--- config.mk ---
export PLATFORM = sky130hd
export DESIGN_NAME = packet_alloc_scheduler
export DESIGN_NICKNAME = d
export VERILOG_FILES = /design/src/rtl/packet_alloc_scheduler.sv
export SDC_FILE = /design/constraint.sdc
export NUM_CORES = 1
export LEC_CHECK = 0
export ABC_AREA = 0
export CORE_MARGIN = 5
export CORE_UTILIZATION = 55
export CTS_BUF_LIST = sky130_fd_sc_hd__clkbuf_16
export CTS_CLUSTER_SIZE = 40
export DETAILED_ROUTE_END_ITERATION = 10
export GPL_TIMING_DRIVEN = 0
export PLACE_DENSITY = 0.89
export SYNTH_ARGS = -nofsm -noshare
export SYNTH_HDL_FRONTEND = slang
export SYNTH_SLANG_ARGS = --single-unit
export TNS_END_PERCENT = 100
--- constraint.sdc ---
create_clock -name clk -period 16.3 [get_ports clk]
set_input_delay 4.075 -clock clk [delete_from_list [all_inputs] [get_ports clk]]
set_output_delay 4.075 -clock clk [all_outputs]
set_load 0.05 [all_outputs]
--- src/rtl/packet_alloc_scheduler.sv ---
// Wormhole switch allocator: per-outport round-robin arbitration, head-to-tail
// outport locking and downstream credit tracking per outport/VC.
module packet_alloc_scheduler #(
    parameter int NUM_IN      = 4,
    parameter int NUM_OUT     = 4,
    parameter int NUM_VCS     = 2,
    parameter int BUFFER_SIZE = 8,
    localparam int IN_BITS    = $clog2(NUM_IN),
    localparam int OUT_BITS   = $clog2(NUM_OUT),
    localparam int VC_BITS    = $clog2(NUM_VCS),
    localparam int CRED_BITS  = $clog2(BUFFER_SIZE + 1)
) (
    input  logic                                  clk,
    input  logic                                  n_rst,
    input  logic [NUM_IN-1:0]                     req,
    input  logic [NUM_IN*OUT_BITS-1:0]            req_outport,
    input  logic [NUM_IN*VC_BITS-1:0]             req_vc,
    input  logic [NUM_IN-1:0]                     req_tail,
    input  logic [NUM_OUT*NUM_VCS-1:0]            credit_return,
    output logic [NUM_IN-1:0]                     grant,
    output logic [NUM_OUT*IN_BITS-1:0]            select,
    output logic [NUM_OUT-1:0]                    enable,
    output logic [NUM_OUT-1:0]                    busy,
    output logic [NUM_OUT*NUM_VCS*CRED_BITS-1:0]  credits,
    output logic                                  credit_err
);

    // Handshake: grant[i] is the pop strobe for buffer i; a flit moves in any
    // cycle where req[i] and grant[i] are both high, and enable[o] marks the
    // outport it crosses. There is no back-pressure beyond credits.
    typedef enum logic {ST_IDLE = 1'b0, ST_LOCKED = 1'b1} state_t;

    state_t               r_state   [NUM_OUT];
    logic [IN_BITS-1:0]   r_rr_ptr  [NUM_OUT];
    logic [IN_BITS-1:0]   r_owner   [NUM_OUT];
    logic [VC_BITS-1:0]   r_lock_vc [NUM_OUT];
    logic [CRED_BITS-1:0] r_credits [NUM_OUT][NUM_VCS];
    logic                 r_credit_err;

    logic [OUT_BITS-1:0]  w_port    [NUM_IN];
    logic [VC_BITS-1:0]   w_vc      [NUM_IN];
    logic [IN_BITS-1:0]   w_win     [NUM_OUT];
    logic [VC_BITS-1:0]   w_send_vc [NUM_OUT];
    logic [NUM_OUT-1:0]   w_send;
    logic [NUM_OUT-1:0]   w_misroute;
    logic [NUM_IN-1:0]    w_grant;
    logic [NUM_OUT*NUM_VCS-1:0] w_ovf;

    always_comb begin
        for (int i = 0; i < NUM_IN; i++) begin
            w_port[i] = req_outport[i*OUT_BITS +: OUT_BITS];
            w_vc[i]   = req_vc[i*VC_BITS +: VC_BITS];
        end
    end

    always_comb begin
        logic [IN_BITS-1:0] w_idx;
        logic [IN_BITS-1:0] w_own;
        w_send     = '0;
        w_misroute = '0;
        w_grant    = '0;
        w_idx      = '0;
        w_own      = '0;
        for (int o = 0; o < NUM_OUT; o++) begin
            w_win[o]     = '0;
            w_send_vc[o] = '0;
        end
        for (int o = 0; o < NUM_OUT; o++) begin
            if (r_state[o] == ST_IDLE) begin
                // First eligible input at or after the round-robin pointer wins.
                for (int k = 0; k < NUM_IN; k++) begin
                    w_idx = IN_BITS'((int'(r_rr_ptr[o]) + k) % NUM_IN);
                    if (!w_send[o] && req[w_idx] && (w_port[w_idx] == OUT_BITS'(o)) &&
                        (r_credits[o][w_vc[w_idx]] != '0)) begin
                        w_send[o]    = 1'b1;
                        w_win[o]     = w_idx;
                        w_send_vc[o] = w_vc[w_idx];
                    end
                end
            end else begin
                w_own        = r_owner[o];
                w_win[o]     = w_own;
                w_send_vc[o] = r_lock_vc[o];
                if (req[w_own]) begin
                    if (w_port[w_own] != OUT_BITS'(o)) begin
                        w_misroute[o] = 1'b1;
                    end else if (r_credits[o][r_lock_vc[o]] != '0) begin
                        w_send[o] = 1'b1;
                    end
                end
            end
            if (w_send[o]) begin
                w_grant[w_win[o]] = 1'b1;
            end
        end
    end

    always_comb begin
        w_ovf = '0;
        for (int o = 0; o < NUM_OUT; o++) begin
            for (int v = 0; v < NUM_VCS; v++) begin
                if (credit_return[o*NUM_VCS+v] &&
                    !(w_send[o] && (w_send_vc[o] == VC_BITS'(v))) &&
                    (r_credits[o][v] == CRED_BITS'(BUFFER_SIZE))) begin
                    w_ovf[o*NUM_VCS+v] = 1'b1;
                end
            end
        end
    end

    always_ff @(posedge clk or negedge n_rst) begin
        if (!n_rst) begin
            for (int o = 0; o < NUM_OUT; o++) begin
                r_state[o]   <= ST_IDLE;
                r_rr_ptr[o]  <= '0;
                r_owner[o]   <= '0;
                r_lock_vc[o] <= '0;
                for (int v = 0; v < NUM_VCS; v++) begin
                    r_credits[o][v] <= CRED_BITS'(BUFFER_SIZE);
                end
            end
            r_credit_err <= 1'b0;
        end else begin
            for (int o = 0; o < NUM_OUT; o++) begin
                case (r_state[o])
                    ST_IDLE: begin
                        if (w_send[o]) begin
                            if (req_tail[w_win[o]]) begin
                                r_rr_ptr[o] <= IN_BITS'((int'(w_win[o]) + 1) % NUM_IN);
                            end else begin
                                r_state[o]   <= ST_LOCKED;
                                r_owner[o]   <= w_win[o];
                                r_lock_vc[o] <= w_vc[w_win[o]];
                            end
                        end
                    end
                    ST_LOCKED: begin
                        if (w_send[o] && req_tail[r_owner[o]]) begin
                            r_state[o]  <= ST_IDLE;
                            r_rr_ptr[o] <= IN_BITS'((int'(r_owner[o]) + 1) % NUM_IN);
                        end
                    end
                    default: r_state[o] <= ST_IDLE;
                endcase
                // A send and a return in the same cycle cancel out.
                for (int v = 0; v < NUM_VCS; v++) begin
                    if (credit_return[o*NUM_VCS+v] &&
                        !(w_send[o] && (w_send_vc[o] == VC_BITS'(v)))) begin
                        if (r_credits[o][v] != CRED_BITS'(BUFFER_SIZE)) begin
                            r_credits[o][v] <= r_credits[o][v] + 1'b1;
                        end
                    end else if (!credit_return[o*NUM_VCS+v] &&
                                 w_send[o] && (w_send_vc[o] == VC_BITS'(v))) begin
                        r_credits[o][v] <= r_credits[o][v] - 1'b1;
                    end
                end
            end
            r_credit_err <= r_credit_err | (|w_misroute) | (|w_ovf);
        end
    end

    always_comb begin
        grant  = w_grant;
        enable = w_send;
        for (int o = 0; o < NUM_OUT; o++) begin
            busy[o]                          = (r_state[o] == ST_LOCKED);
            select[o*IN_BITS +: IN_BITS]     = w_win[o];
            for (int v = 0; v < NUM_VCS; v++) begin
                credits[(o*NUM_VCS+v)*CRED_BITS +: CRED_BITS] = r_credits[o][v];
            end
        end
    end

    assign credit_err = r_credit_err;

endmodule
# After elaboration in Yosys (flattened, before gate mapping)
# Cells that the tools add are included.
classes:
  addsub: 36
  multipliers: 0
  div: 0
  order_cmp: 72
  n_eq_ne: 51
  shifts: 0
  mux: 408
  n_bitwise: 61
  reduce_logical: 171
op_table:
  columns: ["cell", "count"]
  rows:
  - ["4-bit 2-to-1 mux", 88]
  - ["1-bit 2-to-1 mux", 168]
  - ["2-bit 2-to-1 mux", 72]
  - ["1-bit binary-select mux with 2-bit select", 48]
  - ["1-bit logical AND", 92]
  - ["2-bit binary-select mux with 2-bit select", 20]
  - ["4-bit nonzero test", 20]
  - ["3-bit >= comparator (second input constant)", 24]
  - ["2-bit by 3-bit less-than comparator with 1-bit output (second input constant)", 24]
  - ["2-bit NOT with 3-bit output", 24]
  - ["2-bit >= comparator (second input constant)", 20]
  - ["1-bit NOT with 2-bit output", 20]
  - ["2-bit by 1-bit != test with 1-bit output (second input constant)", 17]
  - ["4-bit by 1-bit adder with 4-bit output (second input constant)", 8]
  - ["4-bit equality test (second input constant)", 8]
  - ["4-bit != test (second input constant)", 8]
  - ["4-bit by 1-bit subtractor with 4-bit output (second input constant)", 8]
  - ["1-bit logical NOT", 28]
  - ["2-bit by 1-bit adder with 2-bit output (second input constant)", 12]
  - ["3-bit AND reduction", 8]
  - ["2-bit nonzero test", 9]
  - ["2-bit adder (second input constant)", 8]
  - ["2-bit equality test (second input constant)", 8]
  - ["2-bit one-hot mux with 2 select lines", 4]
  - ["other kinds (12)", 53]
word_totals:
  reg_bits: 57
  latchBits: 0
  mem_bits_rw: 0
  rom_bits: 0
  inputBits: 30
  output_inout_bits: 53
  elab_cells: 824
  mem_count: 0

# Longest topological paths before layout
depth:
  depth_word: 41
  ltp_mapped: 17

# Least setup slack after synthesis
# OpenSTA, ideal clock, no wires.
synth_path:
  kind: "input-to-output"
  startpoint: "input port req_vc[3]"
  endpoint: "output port grant[1]"
  arrival_ns: 8.239
  t_required_ns: 12.225
  setup_slack_ns: 3.986
  cell_stages: 11
  path_cell_list: "buf_2 > mux4_2 > mux2i_1 > a22oi_1 > inv_1 > o311ai_1 > a21boi_0 > inv_1 > ha_1 > a222oi_1 > nand2_1"
synth_between:
  word_cells_on_any_way: 259
  classes_between: "8 x order compare; 160 x mux; 19 x bitwise; 72 x reduce/logical"
synth_rtl:
  columns: ["element", "line", "rtl"]
  rows:
  - ["from (decl)", "17", "input logic [NUM_IN*VC_BITS-1:0] req_vc,"]
  - ["1-bit binary-select mux with 2-bit select", "74", "(r_credits[o][w_vc[w_idx]] != '0)) begin"]
  - ["1-bit 2-to-1 mux (not written as such) (2 in a row)", "74", null]
  - ["1-bit NOT with 2-bit output (not written as such)", "74", null]
  - ["4-bit 2-to-1 mux (not written as such) (3 in a row)", "74", null]
  - ["4-bit nonzero test", "74", null]
  - ["1-bit logical AND", "73", "if (!w_send[o] && req[w_idx] && (w_port[w_idx] == OUT_BITS'(o)) &&"]
  - ["1-bit 2-to-1 mux", "73", null]
  - ["1-bit 2-to-1 mux", "69", "if (r_state[o] == ST_IDLE) begin"]
  - ["[17 not listed]", null, null]
  - ["2-bit 2-to-1 mux (*)", "69", null]
  - ["net select[7]", "21", "output logic [NUM_OUT*IN_BITS-1:0] select,"]
  - ["2-bit by 3-bit less-than comparator with 1-bit output (not written as such) / 2-bit by 1-bit >= comparator with 1-bit output (equally long branches)", "93", "w_grant[w_win[o]] = 1'b1;"]
  - ["1-bit logical AND (not written as such)", "93", null]
  - ["1-bit 2-to-1 mux (not written as such)", "93", null]
  - ["1-bit demux with 2-bit select (*)", "93", null]
  - ["4-bit OR (no line) (*)", null, null]
  - ["4-bit 2-to-1 mux (*)", "92", "if (w_send[o]) begin"]
  - ["to (decl)", "20", "output logic [NUM_IN-1:0] grant,"]
# The timed path passes the listed nets; every way through them passes the cells marked *. The select of a mux whose other input is x is not followed.

# Worst setup path after layout
layout_path:
  startpoint: "input port req_vc[2]"
  endpoint: "output port grant[1]"
layout_between:
  elab_chain_cells: 40
  word_cells_on_any_way: 259
  classes_between: "8 x order compare; 160 x mux; 19 x bitwise; 72 x reduce/logical"
layout_rtl:
  columns: ["element", "line"]
  rows:
  - ["1-bit binary-select mux with 2-bit select", "74"]
  - ["1-bit 2-to-1 mux (not written as such) (2 in a row)", "74"]
  - ["1-bit NOT with 2-bit output (not written as such)", "74"]
  - ["4-bit 2-to-1 mux (not written as such) (3 in a row)", "74"]
  - ["4-bit nonzero test", "74"]
  - ["1-bit logical AND", "73"]
  - ["1-bit 2-to-1 mux", "73"]
  - ["1-bit 2-to-1 mux", "69"]
  - ["[21 not listed]", null]
  - ["1-bit demux with 2-bit select", "93"]
  - ["4-bit 2-to-1 mux", "92"]
  - ["4-bit OR (no line)", null]
  - ["4-bit 2-to-1 mux", "92"]
  - ["4-bit OR (no line)", null]
  - ["4-bit 2-to-1 mux", "92"]
  - ["4-bit OR (no line)", null]
  - ["4-bit 2-to-1 mux (*)", "92"]
# Every way passes the cells marked *; elsewhere a longest branch is shown, timed or not. The select of a mux whose other input is x is not followed.

==> run metrics <==
clock root cell clkbuf_16; Simple-Gate Fraction of Synth Area 0.179; routed via count between 6000 and 7000; Core Footprint 12500 sq um; Max-slew headroom 0.347; drt initial violations 680; row cnt a little over 40; TritonCTS clock tree built; Resize count post-CTS 0; Setup crit end kind output port; Worst Tran Pin Value 973 ps; Seq cells post-synth 57; first-pass GRT wire length 32000 um; Hold Crit Class register to register; CTS max path bufs 2; Clock Pin Slew Worst Setup and Hold Paths 50 ps; setup tns final 0 ps; Worst Setup Start Kind primary input; M2 GR Usage 0.435; main combinational cell family by area after synthesis multiplexers; CTS sink count 57; Post-synth EDFFs 0; Clock Latency Late Sink about 340 ps; CP max-delay cell clkdlybuf4s50_1; Yosys cell types 86; final hold viol count 0; final critical-path required period about 13000 ps; RSZ-0062 raised after global routing false; met3 Resource Use GR 0.0548; drt total wl approximately 19000 um; Via-to-Cell Ratio 6.57; hpwl dp between 10000 and 15000 um; setup bufs post-CTS 0; Peak Freq approximately 0.077 GHz; drt drc 1; Routed Antenna Nets 0; commonest non-fill, non-tap cell in the layout clkdlybuf4s50_1; Die W 122 um; largest net degree at the start of global routing 32; Synth Area in Compound Gates 0.195; area delta synth->final 19.4%; nets a little under 900; Crit Path Max Fanout 10; PortBufs 81; Area after DPL 7990 sq um; largest stage delay on the critical path 720 ps; failing checks design-rule violations; kind of critical path primary input to output port; total CTS buffers 9; post-synthesis sequential area ratio 0.207; number of H-tree levels 3; All-Layer GR Usage 0.266; synthesized area per cell 9.58 sq um; met1 GRT Util 0.344; Slew Limit Fails 0; gpl congestion approximately 1.0; hold_buf cts 0; status finished with violations; drt first pass iters 9; GRT overflow 0; Mapped Cells around 730; syn nets slightly below 800; Synth Area in XOR/XNOR 0.0214; CP arrival roughly 9000 ps; dominant synthesized flop cell dfrtp_1; post-synthesis mux area share 0.261; ratio of cells with drive above 1 in the final layout 0.180; adder-cell area share of the yosys netlist 0.0806; io pins 83; die height 122 um; Final period util 0.800; Max Cap Violations 0; full die area between 10000 and 15000 sq um; initial antenna violation count 0; Design Area, Final approximately 8300 sq um; Mapped Area 6950 sq um; worst path cell trace clkdlybuf4s50_1, buf_2, mux4_2, mux2i_1, a22oi_1, inv_1, o311ai_1, a21boi_0, inv_1, ha_1, a222oi_1, nand2_1, clkdlybuf4s50_1; worst path required time roughly 12000 ps; routed len/inst 19.5 um; Final setup viols 0; YS warnings 0; ANT cells 0; Top Usage Layer GRT met2; skew final between 4 and 5 ps; commonest non-fill, non-tap cells in the layout clkdlybuf4s50_1 (80), nand2_1 (59), mux2i_1 (51); FFs w/ async S/R, synth 1.00; vias in the first global route ~6400; Initial Utilization 0.555
-- cell usage after synthesis (9+ instances only) --
master / instances / area share
nand3_1: 19 / 0.014
nor2_1: 35 / 0.019
nor3_1: 17 / 0.012
inv_1: 41 / 0.022
mux4_2: 43 / 0.14
clkbuf_1: 9 / 0.0049
mux2_1: 11 / 0.018
ha_1: 32 / 0.058
nand2_1: 59 / 0.032
a211oi_1: 10 / 0.011
mux2i_1: 51 / 0.073
o21a_1: 9 / 0.0097
nor2b_1: 16 / 0.014
buf_2: 28 / 0.020
xnor2_1: 9 / 0.011
and2_1: 13 / 0.012
dfrtp_1: 49 / 0.18
a21oi_1: 27 / 0.019
o21ai_0: 13 / 0.0094
mux2_2: 14 / 0.023
a21o_1: 15 / 0.016
nand3b_1: 10 / 0.011
-- sequential cells by signal, summed over array words and instances (netlist names) --
register	flops
r_lock_vc	4
r_owner	8
credit_err	1
credits	32
r_rr_ptr	8
busy	4
-- metal layers --
metal / up-vias / wire length, um
li1: 2975 / -
met1: 3105 / 7610
met2: 376 / 9210
met3: 86 / 1750
met4: 0 / 809
met5: - / 0
-- final timing paths --
kind | startpoint | to | slack, ps | depth (start not counted)
min in group asynchronous | n_rst | credits[13]$_DFFE_PN0P_ | 3770 | 1
setup / recovery | req_vc[2] | grant[1] | 3260 | 13
setup reg to reg | credits[28]$_DFFE_PN0P_ | credits[31]$_DFFE_PN1P_ | 12070 | 16
hold reg to reg | credits[31]$_DFFE_PN1P_ | credits[31]$_DFFE_PN1P_ | 510 | 1
max in group asynchronous | n_rst | credits[27]$_DFFE_PN1P_ | 11850 | 2
hold / removal | credits[31]$_DFFE_PN1P_ | credits[31]$_DFFE_PN1P_ | 510 | 1
-- critical path: cells and delay by family --
kind	cells	cell delay (ps)
muxes	2	710
buffers and inverters	5	1730
adders and majority gates	1	230
and+or+nand+nor	1	90
AOI/OAI and AO/OA	4	2120
-- area by class of cell --
type / count / area, sq um
clock buffer: 9 / 225
clock inverter: 7 / 85.1
fill: 988 / 4210
tap: 172 / 215
buffer: 45 / 225
sequential: 57 / 1440
timing repair buffer: 82 / 826
multi-input combinational: 581 / 5130
inverter: 43 / 161
-- per-stage QoR --
step,hold WS (ps),setup WS (ps),cells,util
2_1_floorplan,502,3990,726,-
3_3_place_gp,503,3560,979,0.637
3_5_place_dp,506,3440,980,0.639
4_1_cts,517,3410,996,0.663
5_1_grt,522,3050,996,0.663
6_report,513,3260,996,0.663
-- kinds of logic after synthesis --
group,count (synthesis)
simple gates,228
flops,57
mux,123
xor+xnor,17
buf+inv,88
fa+ha+maj,40
compound gates,173
Power is not shown: default switching activity piles up to over one toggle a cycle in this logic, so the estimate is an artifact.
